### config.mk
export PLATFORM = sky130hd
export DESIGN_NAME = outagu_nd
export DESIGN_NICKNAME = d
export VERILOG_FILES = /design/src/rtl/outagu_nd.sv
export SDC_FILE = /design/constraint.sdc
export NUM_CORES = 1
export LEC_CHECK = 0
export BUFFER_PORTS_ARGS = -buffer_cell sky130_fd_sc_hd__buf_2
export CORE_MARGIN = 1
export CORE_UTILIZATION = 38
export CTS_CLUSTER_SIZE = 40
export DETAILED_ROUTE_END_ITERATION = 10
export PLACE_DENSITY = 0.55
export SYNTH_ARGS = -nofsm -noshare
export SYNTH_HDL_FRONTEND = slang
export SYNTH_SLANG_ARGS = --single-unit
### constraint.sdc
create_clock -name clk -period 3.3 [get_ports clk]
set_input_delay 0.66 -clock clk [delete_from_list [all_inputs] [get_ports clk]]
set_output_delay 0.66 -clock clk [all_outputs]
set_load 0.01 [all_outputs]
### src/rtl/outagu_nd.sv
// outagu_nd: nested-loop output address generator for quantizer writes.
// Ports: clk, clr (sync reset), load/baseaddr/strides/lengths (config),
//   step (advance), addrout/busy/done/wrap (status).
//   OUTAGU_ND_BOUNDS_EN adds hilimit (in) and a sticky oob flag (out).
module outagu_nd #(
  parameter int BDBANKA = 15,
  parameter int NLOOPS  = 3,
  parameter int BLENGTH = 10
) (
  input  logic                       clk,
  input  logic                       clr,
  input  logic                       load,
  input  logic [BDBANKA-1:0]         baseaddr,
  input  logic [NLOOPS*BDBANKA-1:0]  strides,
  input  logic [NLOOPS*BLENGTH-1:0]  lengths,
  input  logic                       step,
`ifdef OUTAGU_ND_BOUNDS_EN
  input  logic [BDBANKA-1:0]         hilimit,
  output logic                       oob,
`endif
  output logic [BDBANKA-1:0]         addrout,
  output logic                       busy,
  output logic                       done,
  output logic [NLOOPS-1:0]          wrap
);

  logic [BDBANKA-1:0]                   addr;
  logic [BDBANKA-1:0]                   base_q;
  logic [NLOOPS-1:0][BDBANKA-1:0]       stride_q;
  logic [NLOOPS-1:0][BLENGTH-1:0]       len_q;
  logic [NLOOPS-1:0][BLENGTH-1:0]       cnt;
  logic                                 busy_q;
  logic                                 done_q;
  logic [NLOOPS-1:0]                    wrap_q;

  logic [BDBANKA-1:0]                   nxt_addr;
  logic [NLOOPS-1:0][BLENGTH-1:0]       nxt_cnt;
  logic [NLOOPS-1:0]                    nxt_wrap;
  logic                                 hit;
  logic                                 adv;

`ifdef OUTAGU_ND_BOUNDS_EN
  logic [BDBANKA-1:0] hilim_q;
  logic               oob_q;
  logic [BDBANKA:0]   ext_sum;
  logic               oob_hit;
`endif

  // Last count index of a level; a length of 0 behaves as 1.
  function automatic logic [BLENGTH-1:0] last_of(
    input logic [BLENGTH-1:0] l
  );
    if (l == '0) return '0;
    return l - BLENGTH'(1);
  endfunction

  assign adv = step & busy_q & ~load & ~clr;

  // Ripple from the innermost level: every level sitting at its last
  // count wraps to 0 until the first one that can still increment.
  // If none can, this is the final step and the address returns to base.
  always_comb begin
    hit      = 1'b0;
    nxt_addr = base_q;
    nxt_cnt  = '0;
    nxt_wrap = '0;
`ifdef OUTAGU_ND_BOUNDS_EN
    ext_sum  = '0;
    oob_hit  = 1'b0;
`endif
    for (int i = 0; i < NLOOPS; i++) begin
      if (hit) begin
        nxt_cnt[i] = cnt[i];
      end else if (cnt[i] == last_of(len_q[i])) begin
        nxt_cnt[i]  = '0;
        nxt_wrap[i] = 1'b1;
      end else begin
        nxt_cnt[i] = cnt[i] + BLENGTH'(1);
        hit        = 1'b1;
`ifdef OUTAGU_ND_BOUNDS_EN
        // One extra bit catches carry (positive) or borrow (negative).
        ext_sum  = {1'b0, addr}
                 + {stride_q[i][BDBANKA-1], stride_q[i]};
        nxt_addr = ext_sum[BDBANKA-1:0];
        oob_hit  = ext_sum[BDBANKA]
                 | (ext_sum[BDBANKA-1:0] > hilim_q);
`else
        nxt_addr = addr + stride_q[i];
`endif
      end
    end
  end

  always_ff @(posedge clk) begin
    if (clr) begin
      addr     <= '0;
      base_q   <= '0;
      stride_q <= '0;
      len_q    <= '0;
      cnt      <= '0;
      busy_q   <= 1'b0;
      done_q   <= 1'b0;
      wrap_q   <= '0;
    end else if (load) begin
      addr   <= baseaddr;
      base_q <= baseaddr;
      for (int i = 0; i < NLOOPS; i++) begin
        stride_q[i] <= strides[i*BDBANKA +: BDBANKA];
        len_q[i]    <= lengths[i*BLENGTH +: BLENGTH];
      end
      cnt    <= '0;
      busy_q <= 1'b1;
      done_q <= 1'b0;
      wrap_q <= '0;
    end else if (adv) begin
      addr   <= nxt_addr;
      cnt    <= nxt_cnt;
      busy_q <= hit;
      done_q <= ~hit;
      wrap_q <= nxt_wrap;
    end else begin
      done_q <= 1'b0;
      wrap_q <= '0;
    end
  end

`ifdef OUTAGU_ND_BOUNDS_EN
  always_ff @(posedge clk) begin
    if (clr) begin
      hilim_q <= '0;
      oob_q   <= 1'b0;
    end else if (load) begin
      hilim_q <= hilimit;
      oob_q   <= 1'b0;
    end else if (adv && hit && oob_hit) begin
      oob_q <= 1'b1;
    end
  end

  assign oob = oob_q;
`endif

  assign addrout = addr;
  assign busy    = busy_q;
  assign done    = done_q;
  assign wrap    = wrap_q;

endmodule

Word level (Yosys, flattened, before mapping)
Cells that the tools add are included.
- bits in registers: 140
- logic and storage cells: 80
- input bits: 94
- output and inout port bits: 20
- multiplexer cells: 33
- equality and inequality tests: 3
- add/subtract/negate cells: 9
- bitwise gates (word level): 9
- reduce and logical (&&, ||, !) cells: 10
- operator list (kind ; count):
    $mux 10 ; 11
    $mux 15 ; 7
    $add 15x15->15 ; 3
    $add 10x1->10 const B ; 3
    $eq 10x10->1 ; 3
    $logic_not 10->1 ; 3
    $sub 10x1->10 const B ; 3
    $mux 1 ; 15
    $reduce_or 4->1 ; 2
    $not 1->1 ; 6
    $reduce_and 2->1 ; 2
    $and 1x1->1 ; 3
    $reduce_or 3->1 ; 1
    $reduce_bool 2->1 ; 1
    $reduce_or 2->1 ; 1

Logic depth before layout (Yosys ltp)
Gate-level depths: netlist of the first run.
- word-level depth: 18
- depth in mapped cells: 14
- gate-level depth less buffers: 12

Worst setup path before layout of the first run
Ideal clock, no wire load.
- path kind: register -> register
- start: register len_q[10] (netlist name)
- end: register cnt[29] (netlist name)
- cell stages (with the launch flop): 13
- data arrival time: 3.170 ns
- buffers on the path: 1
- required time: 3.229 ns
- period minus slack after synthesis: 3.242 ns
- path slack: 0.058 ns
- path through: dfxtp_1 > inv_1 > ha_1 > or3b_1 > or3_1 > buf_2 > o221ai_1 > o2111a_1 > nand3_2 > nor3_4 > nand4_2 > or4_1 > a21oi_1
- longest elaborated chain between the ends: 10
- elaborated cells on any way between the ends: 11
- those cells by class: add/sub (1); eq/ne (1); mux (6); bitwise (1); reduce/logical (2)
- ends and longest elaborated chain (what ; RTL line ; RTL):
    from (decl) ; 30 ; logic [NLOOPS-1:0][BLENGTH-1:0] len_q;
    from (signal, indexed assignment) ; 109 ; len_q[i] <= lengths[i*BLENGTH +: BLENGTH];
    parallel branches: the longest is 3 deep, another holds $sub 10x1->10 ; - ;
    $mux 10 * ; 54 ; return l - BLENGTH'(1);
    $mux 10 * ; 72 ; if (hit) begin
    $eq 10x10->1 * ; 74 ; end else if (cnt[i] == last_of(len_q[i])) begin
    $mux 1 * ; 74 ;
    $mux 1 * ; 72 ;
    $not 1->1 (no source line) * ; - ;
    $reduce_and 2->1 (no source line) * ; - ;
    to (signal assigned) ; 117 ; cnt <= nxt_cnt;
    to (decl) ; 31 ; logic [NLOOPS-1:0][BLENGTH-1:0] cnt;
Every way passes the cells marked *. The select of a mux whose other input is x is not followed.
A chain may end at the register's enable or synchronous reset.

Worst setup path in the final report of the first run
- start: register addr[0] (netlist: addrout[0])
- end: register addr[12] (netlist: addrout[12])
- longest elaborated chain between the ends: 8
- elaborated cells on any way between the ends: 10
- those cells by class: add/sub (3); mux (7)
- ends and longest elaborated chain (what ; RTL line ; RTL):
    from (decl) ; 27 ; logic [BDBANKA-1:0] addr;
    from (signal assigned) ; 105 ; addr <= baseaddr;
    from (signal assigned) ; 116 ; addr <= nxt_addr;
    $add 15x15->15 ; 88 ; nxt_addr = addr + stride_q[i];
    $mux 15 (2 in series) ; 74 ;
    $mux 15 ; 72 ;
    $mux 15 ; 74 ;
    $mux 15 * ; 72 ;
    $mux 15 * ; 115 ; end else if (adv) begin
    $mux 15 * ; 104 ; end else if (load) begin
Every way passes the cells marked *; elsewhere a longest branch is shown, timed or not. The select of a mux whose other input is x is not followed.

==> results.md, run 1 <==
* First drt pass iteration count at 6
* Layout cells sized above 1 at 19.9%
* Multi-input gate area at 5780 um2
* Top Metal Used: met4
* CTS Hold Bufs at 0
* Die X at 154 um
* Overall power at 4.96 mW
* Initial antenna violation count at 0
* # rows at 55
* Worst Hold Path EP: len_q[5]
* Main flop type after synthesis: dfxtp_1
* Reg2Reg Launch Point: addrout[0]
* Flop2flop setup slack at 0.15 ns
* Initial Utilization at 38.9%
* TritonCTS clock tree: built
* Max Clock Freq at 318 MHz
* DRT met1 WL at 11500 um
* Global-route wire length before repair at 38900 um
* I/O Pins at 114
* Mapped cell area at 8820 um2
* Critical Path RT at 3.60 ns
* Hold_sp: lengths[5]
* Grt total ovfl at 0
* Fin crit period at 3.15 ns
* DP Cell Count at 1456
* Worst reg-to-reg path cell count at 13
* Metal2 WL at 11200 um
* GRT Total Usage at 20.6%
* CTS sink cnt at 140
* Status: finished, final reports clean
* Layout fillers at 2276
* Max IR drop VDD at 278 uV
* Post-Synthesis Cells at 1051
* Gpl congestion at 0.894
* Post-route DRC violation count at 0
* Drt total wl at 23900 um
* Crit Path Class: register to register
* Final cell count without fillers at 1488
* Fin crit share at 95.4%
* Met3 WL at 927 um
* Yosys top cell by area: dfxtp_1
* Count leader, synth: nor2_1
* Register area at 2800 um2
* Post-synthesis sequential area ratio at 31.8%
* CTS clk-pin slew, worst paths at 0.06 ns
* Die Y at 154 um
* Share of the synthesized area in the top cell type at 31.8%
* N_diodes at 0
* Synth cell types at 78
* Crit Path Max Fanout at 3
* Placed cell areas at 9980 um2
* Final HPWL DP at 17900 um
* Number of max-cap violations at 0
* Mean Syn Cell Area at 8.40 um2
* Critical Path AT at 3.45 ns
* Num CTS Buffers at 17
* H-tree Lvls at 4
* Async S/R FF share, synth at 0%
* Clock skew at 0.00803 ns
* Initial DRC Count at 471
* Post-synth EDFFs at 0
* Worst r2r dst: addrout[12]
* Critical path endpoint category: register
* Syn_nets at 1197
* Port buffer count at 113
* Core region area at 22700 um2
* Worst rel slew slack at 24.9%
* Hold Fails Final Rpt at 0
* Warnings from Yosys at 0
* Drt via density at 5.37
* Cell Pwr Density at 462 nW/um2
* Final Setup Violations at 0
* Number of global-route vias before repair at 7726
* Worst hold path type: input port to register
* Max Root-Sink Buffers at 2
* Crit path launch type: register
* Post-route ant nets at 0
* Largest net degree at the start of global routing at 78
* Root Driver: clkbuf_16
* Design area at 10700 um2
* Layout net count at 1336
* #FFs+latches synth at 140
* Top cells by area, synth: dfxtp_1 (32%), mux2i_1 (11%), nor2_1 (7.4%), ha_1 (6.9%), xnor2_1 (4.5%)
* Routed wire length per instance at 16.1 um
* DR vias at 7993
* Slew Limit Fails at 0
* Insertion delay to the later sink of the worst-skew pair at 0.43 ns
* Worst-margin pin slew at 1.12 ns
* Hold Path Depth at 3
* Syn-to-layout area delta at 21.7%
* Die area at 23800 um2
* Top cells by count, synth: nor2_1 (175), dfxtp_1 (140), mux2i_1 (96), ha_1 (49), xnor2_1 (45)
* LEAKAGE at 4.62 nW
kinds of logic (layout without fill, tap and decap cells):
family | count (synthesis) | after routing | synth area share (%)
xor gates and xnor gates | 78 | 78 | 7.74
buffers and inverters | 81 | 233 | 3.70
AOI/OAI and AO/OA | 206 | 206 | 15.6
adders and majority gates | 52 | 52 | 7.63
and+or+nand+nor | 389 | 389 | 21.5
muxes | 105 | 105 | 12.0
DFF | 140 | 140 | 31.8
layout make-up:
class | count | share of cell area [%]
flip-flops and latches | 140 | 26.1
repair buffers | 169 | 9.41
inverters | 32 | 1.12
clock buffers | 21 | 4.19
well taps | 285 | 3.32
clock inverters | 11 | 2.00
multi-input cells | 830 | 53.8
flip-flops by register name, summed over array words and instances (netlist names):
signal	cells
addrout	15
base_q	15
busy	1
cnt	30
done	1
len_q	30
stride_q	45
wrap	3
placed cells by master (no fill, tap or decap), drive strengths merged, types with 8 or more instances in the layout:
master | synthesis | routed
nor4 | 11 | 11
or3 | 19 | 19
mux2i | 96 | 96
a22oi | 12 | 12
o21ai | 44 | 44
xor2 | 33 | 33
and3 | 10 | 10
nand4 | 15 | 15
ha | 49 | 49
buf | 14 | 169
nand2 | 43 | 43
a21oi | 43 | 43
mux2 | 9 | 9
nand3 | 34 | 34
o21a | 15 | 15
nor2 | 175 | 175
clkbuf | 35 | 21
dfxtp | 140 | 140
a211oi | 8 | 8
nor2b | 10 | 10
nor3 | 42 | 42
a31oi | 8 | 8
xnor2 | 45 | 45
o22ai | 8 | 8
inv | 32 | 32
worst max-delay path: stages, from the launching register on:
cell,delay [ns]
dfxtp_1,0.31
ha_1,0.23
inv_1,0.07
fa_1,0.20
nor2b_1,0.07
o31a_1,0.28
o41ai_1,0.46
o21ai_0,0.24
o41ai_1,0.29
buf_4,0.19
xnor2_1,0.07
mux2i_1,0.16
nor3_1,0.07
or3_1,0.37
per-layer routing:
metal | global-route usage (%) | vias up
li1 | - | 4074
met1 | 27.1 | 3749
met2 | 34.6 | 147
met3 | 3.70 | 23
met4 | 5.42 | 0
met5 | 0 | -
how the worst max path moves through the flow:
| stage | startpoint | end | slack [ns] | cells past startpoint |
|---|---|---|---|---|
| 5_1_grt | len_q[0] | cnt[29] | -0.03 | 11 |
| 3_3_place_gp | len_q[10] | cnt[24] | 0.02 | 11 |
| 4_1_cts | len_q[0] | cnt[17] | -0.01 | 11 |
| 2_1_floorplan | len_q[10] | cnt[29] | 0.06 | 12 |
| 3_5_place_dp | len_q[0] | cnt[17] | -0.05 | 11 |
| 6_report | addrout[0] | addrout[12] | 0.15 | 13 |
per-stage QoR:
stage	util (%)	setup WS, ns	TNS [ns]	hold WS, ns
4_1_cts	46.9	-0.00982	-0.0203	0.451
3_3_place_gp	44.0	0.0151	0	0.470
3_5_place_dp	44.0	-0.0459	-0.385	0.482
6_report	47.3	0.151	0	0.463
5_1_grt	47.3	-0.0251	-0.0365	0.460
2_1_floorplan	-	0.0584	0	0.454
power breakdown:
group          switching (mW)  leakage (nW)  internal (mW)
Clock                   0.769         0.321           1.44
Combinational           0.478          3.15          0.425
Sequential             0.0777          1.15           1.77
repair_timing:
action / CTS / global route
setup endpoints to repair: 18 / 36
buffers inserted: 0 / 0
pin swaps: 0 / 7
gates resized for setup: 3 / 20
Note: power is estimated with default switching activity, not from simulation.
==> run 2, diff against run 1 <==
- ABC_AREA: default -> 1
==> results.md, run 2 <==
* Clock skew at 0.0115 ns (+0.00342 ns)
* Fin crit share at 89.5% (-6.0 points)
* Max Clock Freq at 339 MHz (+6.7%)
* Setup tns final at 0 ns (unchanged)
* Setup slack after layout at 0.347 ns (+0.197 ns)
* Final Setup Violations at 0 (unchanged)
* Critical Path RT at 3.61 ns (about the same)
* Die area at 25600 um2 (+7.2%)
* Worst rel slew slack at 25.4% (+0.52 points)
* Top cells by area, synth: dfxtp_1 (30%), nand2_1 (17%), nand3_1 (9.9%), inv_1 (6.9%), ha_1 (6.5%)
* Top cells by count, synth: nand2_1 (421), nand3_1 (188), inv_1 (173), dfxtp_1 (140), nor2_1 (105)
* Initial Utilization at 38.8% (-0.042 points)
* Post-CTS Resized at 0 (-3)
* CTS sink cnt at 140 (unchanged)
* Post-synthesis sequential area ratio at 29.6% (-2.2 points)
* #FFs+latches synth at 140 (unchanged)
* Crit Path Max Fanout at 17 (+14)
* Syn-to-layout area delta at 15.8%
* Max IR drop VDD at 253 uV (-9.2%)
* Post-route ant nets at 0 (unchanged)
* Post-synth EDFFs at 0 (unchanged)
* Clock power frac at 41.7% (-2.8 points)
* Worst slack, placed at 0.279 ns (+0.325 ns)
* Gpl congestion at 0.913 (+2.2%)
* Share of the synthesized area in the top cell type at 29.6% (-2.2 points)
* Initial antenna violation count at 0 (unchanged)
* Pint at 3.34 mW (-7.9%)
* DR vias at 9569 (+20%)
* RSZ-0062 raised after global routing: false
* Worst hold path type: input port to register
* H-tree Lvls at 4 (unchanged)
* Layout net count at 1718 (+29%)
* Number of global-route vias before repair at 9122 (+18%)
* CTS Hold Bufs at 0 (unchanged)
* Sequential share of power at 37.8% (+0.5 points)
* Mapped cell area at 9470 um2 (+7.3%)
* Warnings from Yosys at 0 (unchanged)
* Setup bufs post-CTS at 0 (unchanged)
* Cell Pwr Density at 446 nW/um2 (-3.4%)
* Core region area at 24400 um2 (+7.4%)
* Largest register FFs at 45 (unchanged)
* Final HPWL DP at 22600 um (+26%)
* Initial DRC Count at 563 (+20%)
* Crit Path Class: register to register
* Sw power at 1.54 mW (+17%)
* Number of max-cap violations at 0 (unchanged)
* Fin util at 44.9% (-2.3 points)
* Slew Limit Fails at 0 (unchanged)
* Main flop type after synthesis: dfxtp_1
* CTS clk-pin slew, worst paths at 0.07 ns (about the same)
* Status: finished, final reports clean
* # rows at 57 (+3.6%)
* Sw Share at 31.6% (+4.9 points)
* Crit path launch type: register
* GRT Total Usage at 23.4% (+2.8 points)
* Drt total wl at 29100 um (+22%)
* I/O Pins at 114 (unchanged)
* Synth cell types at 45 (-42%)
* Port buffer count at 113 (unchanged)
* First drt pass iteration count at 5 (-1)
* Hold Fails Final Rpt at 0 (unchanged)
* Critical path endpoint category: register
* Async S/R FF share, synth at 0% (unchanged)
* Yosys top cell by area: dfxtp_1
* Reg with most FFs: stride_q
* Global-route wire length before repair at 47300 um (+22%)
* Grt total ovfl at 0 (unchanged)
* Insertion delay to the later sink of the worst-skew pair at 0.44 ns (about the same)
* Drt via density at 5.01 (-6.7%)
* TritonCTS clock tree: built
* Most frequent cells in the layout: nand2_1 (421), nand3_1 (188), inv_1 (173), dfxtp_1 (140), buf_2 (112)
* Comb power frac at 20.5% (+2.3 points)
* Worst-margin pin slew at 1.11 ns (-0.00782 ns)
* Post-route DRC violation count at 0 (unchanged)
* Die X at 160 um (+3.5%)
* LEAKAGE at 5.47 nW (+18%)
* Post-Synthesis Cells at 1468 (+40%)
* Critical Path AT at 3.26 ns (-0.19 ns)
* Die Y at 160 um (+3.5%)
* Root Driver: clkbuf_16
* Max Root-Sink Buffers at 2 (unchanged)
* N_diodes at 0 (unchanged)
* Count leader, synth: nand2_1
* Fin crit period at 2.95 ns (-0.197 ns)
* Commonest non-fill, non-tap cell in the layout: nand2_1
* Largest regs: stride_q: 45 flops, cnt: 30 flops, len_q: 30 flops
* Layout fillers at 2694 (+18%)
* Num CTS Buffers at 17 (unchanged)
* Mean Syn Cell Area at 6.45 um2 (-23%)
* Layout cells sized above 1 at 13.1% (-6.8 points)
* Syn_nets at 1614 (+35%)
* Routed wire length per instance at 15.2 um (-5.2%)
* Largest net degree at the start of global routing at 54 (-31%)
* Hold WS at 0.443 ns (-0.0207 ns)
-- run 2: changes by cell type after synthesis, moves of 32 or more --
cell	before	now
nor2_1	175	105
xnor2_1	45	13
nand2_1	42	421
mux2i_1	96	0
o21ai_0	41	74
nand3_1	33	188
inv_1	31	173
-- run 2: path summary, 6_finish.rpt --
check | endpoint | cells after the start | startpoint | slack, ns
worst max-delay path | addrout[4] | 16 | len_q[10] | 0.35
worst min-delay path | stride_q[25] | 3 | strides[25] | 0.44
worst max register to register | addrout[4] | 16 | len_q[10] | 0.35
worst min register to register | stride_q[17] | 2 | stride_q[17] | 0.45
-- run 2: kinds of logic after synthesis --
family,synth area share (%)
AO/OA/AOI/OAI,10.6
XOR/XNOR,4.06
adder cells (fa/ha/maj),7.11
buffers and inverters,9.28
flip-flops,29.6
AND/OR/NAND/NOR,39.3
-- run 2: through the flow --
| step | total power, mW | area (um2) | std cells |
|---|---|---|---|
| 6_report | 4.89 | 11000 | 1909 |
| 5_1_grt | 5.15 | 11000 | 1909 |
| 4_1_cts | 4.92 | 11000 | 1909 |
| 3_5_place_dp | 2.89 | 10300 | 1877 |
| 3_3_place_gp | 2.89 | 10300 | 1877 |
| 2_1_floorplan | 2.59 | 9470 | 1468 |
-- run 2: area by class of cell --
class / count / area (um2) / share of cell area [%]
clock buffer: 19 / 443 / 4.04
clock inverter: 13 / 165 / 1.51
inverter: 178 / 668 / 6.10
multi-input combinational: 1108 / 5800 / 53.0
sequential: 140 / 2800 / 25.6
tap: 324 / 405 / 3.70
timing repair buffer: 127 / 673 / 6.14
-- run 2: per-layer routing --
metal / part of all wire (%) / wire [um] / GRT usage [%]
met5: 0 / 0 / 0
met4: 2.1 / 622 / 7.84
met3: 3.7 / 1070 / 3.69
met2: 46 / 13500 / 39.7
met1: 48 / 13900 / 30.1
-- run 2: worst max-delay path: stages (launching register included) --
cell and delay [ns]:
dfxtp_1 0.30, inv_1 0.14, ha_2 0.26, nand2_1 0.08, nor2_2 0.17, nand3_4 0.20, nand2_1 0.16, xor2_2 0.18
nand2_1 0.08, nor2_1 0.19, nand3_2 0.18, nor2_4 0.16, nand2_2 0.18, nand2_1 0.21, o21ai_0 0.11, a21oi_1 0.17
nor2_1 0.06
-- run 2: power by group through the flow --
stage          combinational [mW]  sequential, mW  clock [mW]
6_report                     1.00            1.85        2.04
4_1_cts                      1.01            1.85        2.07
5_1_grt                      1.15            1.85        2.15
3_3_place_gp                 1.00            1.88           0
3_5_place_dp                 1.00            1.88           0
2_1_floorplan               0.731            1.86           0
==> run 3, diff against run 2 <==
- CORE_UTILIZATION: 38 -> 39
- PLACE_DENSITY: 0.55 -> 0.56
- SETUP_SLACK_MARGIN: default -> 0.5
==> results.md, run 3 (synthesized netlist as in run 2, its figures left out) <==
* Status: finished, final reports clean
* Cells along the critical path: inv_2 > ha_4 > nand2_2 > nor2_4 > nand3_4 > buf_6 > nand4_1 > nand3_1 > nor2_2 > nand3_4 > nor2_4 > nand2_4 > buf_12 > o21ai_1 > inv_1 > nand2_1 > a21oi_1
* Num CTS Buffers at 17 (unchanged)
* Initial Utilization at 40.1% (+1.3 points)
* Worst Path Buf+Inv at 4 (+3)
* DRT met1 WL at 13800 um (-0.50%)
* Largest net degree at the start of global routing at 61 (+13%)
* Global-route wire length before repair at 45800 um (-3.1%)
* H-tree Lvls at 4 (unchanged)
* CTS clk-pin slew, worst paths at 0.07 ns (about the same)
* Worst rel slew slack at 25.0% (-0.44 points)
* Overall power at 4.97 mW (+1.6%)
* Fin crit period at 2.63 ns (-0.319 ns)
* Kind of cell adding the most delay to the critical path: simple AND/OR/NAND/NOR gates
* Number of global-route vias before repair at 8902 (-2.4%)
* Worst slack, placed at 0.324 ns (+0.0449 ns)
* Initial antenna violation count at 0 (unchanged)
* Crit Path Max Fanout at 8 (-9)
* Max Root-Sink Buffers at 2 (unchanged)
* Layout cells sized above 1 at 15.7% (+2.6 points)
* Port buffer count at 113 (unchanged)
* CTS Hold Bufs at 0 (unchanged)
* Routed wire length per instance at 15.1 um (-1.1%)
* DR vias at 9681 (+1.2%)
* Initial DRC Count at 565 (+0.36%)
* Drt via density at 5.04 (+0.59%)
* TritonCTS clock tree: built
* Fin crit share at 79.8% (-9.7 points)
* Post-route ant nets at 0 (unchanged)
* GRT Total Usage at 23.9% (+0.51 points)
* Clock skew at 0.0118 ns (+0.000393 ns)
* Crit path launch type: register
* RSZ-0062 raised after global routing: false
* Flop2flop setup slack at 0.67 ns (+0.32 ns)
* First drt pass iteration count at 5 (unchanged)
* Die area at 24900 um2 (-2.5%)
* Gpl congestion at 0.885 (-3.1%)
* Hold Fails Final Rpt at 0 (unchanged)
* Slew Limit Fails at 0 (unchanged)
* Metal2 WL at 13500 um (+0.43%)
* Most frequent cells in the layout: nand2_1 (415), nand3_1 (185), inv_1 (169), dfxtp_1 (139), buf_2 (112)
* CTS sink cnt at 140 (unchanged)
* Largest register FFs at 45 (unchanged)
* Max IR drop VDD at 201 uV (-21%)
* Final HPWL DP at 22000 um (-2.5%)
* Cell Pwr Density at 439 nW/um2 (-1.7%)
* Top Metal Used: met4
* Critical Path AT at 2.94 ns (-0.32 ns)
* Worst hold path type: input port to register
* Core region area at 23600 um2 (-3.2%)
* # rows at 56 (-1.8%)
* Final Setup Violations at 0 (unchanged)
* Reg with most FFs: stride_q
* Post-route DRC violation count at 0 (unchanged)
* I/O Pins at 114 (unchanged)
* Layout net count at 1734 (+0.93%)
* Setup slack after layout at 0.666 ns (+0.319 ns)
* Grt total ovfl at 0 (unchanged)
* Die Y at 158 um (-1.3%)
* Drt total wl at 28900 um (-0.49%)
* Number of max-cap violations at 0 (unchanged)
* Critical path endpoint category: register
* Critical path's largest stage delay at 0.32 ns (+0.02 ns)
* Met3 WL at 917 um (-14%)
* LEAKAGE at 5.60 nW (+2.4%)
* Setup tns final at 0 ns (unchanged)
* Crit Path Class: register to register
* Root Driver: clkbuf_16
* Largest regs: stride_q: 45 flops, cnt: 30 flops, len_q: 30 flops
* Commonest non-fill, non-tap cell in the layout: nand2_1
* CP max-delay cell: dfxtp_1
* Insertion delay to the later sink of the worst-skew pair at 0.43 ns (about the same)
* Max Clock Freq at 380 MHz (+12%)
* N_diodes at 0 (unchanged)
* Syn-to-layout area delta at 19.6%
* Critical Path RT at 3.60 ns (about the same)
* Die X at 158 um (-1.3%)
* Worst-margin pin slew at 1.12 ns (+0.00659 ns)
## run 3: cell count changes in the layout (fill, tap and decap cells not counted), moves of 4 or more
cell,change
nand2_1,-6
nor2_4,+4
buf_4,+8
nor2_2,+4
inv_1,-4
nor2_1,-8
## run 3: timing repair
item | 4_1_cts | 5_1_grt
cloned | 0 | 2
hold endpoints to repair | 0 | 0
resized for setup | 6 | 44
buffers inserted | 2 | 12
pin swaps | 1 | 15
setup endpoints to repair | 17 | 40
## run 3: report_power, final
| part | total, mW | internal [mW] | switching, mW | leakage, nW |
|---|---|---|---|---|
| registers | 1.85 | 1.77 | 0.0786 | 1.15 |
| clock network | 2.04 | 1.22 | 0.821 | 0.295 |
| logic | 1.07 | 0.395 | 0.678 | 4.15 |
## run 3: stage by stage
step | utilization, % | instances | cell area (um2) | hold slack [ns]
after global placement | 43.9 | 1872 | 10400 | 0.435
after floorplan | - | 1468 | 9470 | 0.423
after CTS | 46.7 | 1906 | 11000 | 0.432
after global routing | 47.9 | 1920 | 11300 | 0.448
final | 47.9 | 1920 | 11300 | 0.448
after detailed placement | 43.9 | 1872 | 10400 | 0.442
## run 3: worst reg2reg max path, stage by stage (launching register included)
cell and delay, ns:
dfxtp_1 0.32, inv_2 0.08, ha_4 0.17, nand2_2 0.07, nor2_4 0.18, nand3_4 0.17, buf_6 0.16, nand4_1 0.13
nand3_1 0.11, nor2_2 0.16, nand3_4 0.12, nor2_4 0.26, nand2_4 0.14, buf_12 0.15, o21ai_1 0.12, inv_1 0.05
nand2_1 0.06, a21oi_1 0.06
## run 3: area by class of cell
type | instances | area [um2]
sequential | 140 | 2800
inverter | 178 | 671
timing repair buffer | 142 | 856
clock buffer | 18 | 439
fill | 2499 | 12300
tap | 319 | 399
clock inverter | 14 | 179
multi-input combinational | 1109 | 5970
## run 3: path summary, 6_finish.rpt
| path | end | startpoint | cells past startpoint |
|---|---|---|---|
| worst max-delay path | addrout[8] | len_q[11] | 17 |
| worst min-delay path | stride_q[2] | strides[2] | 3 |
| worst max register to register | addrout[8] | len_q[11] | 17 |
| worst min register to register | stride_q[35] | stride_q[35] | 2 |
## run 3: per-layer routing
layer	up-vias	track usage, %
li1	5067	-
met1	4395	30.8
met2	186	40.4
met3	33	3.34
met4	0	8.41
met5	-	0
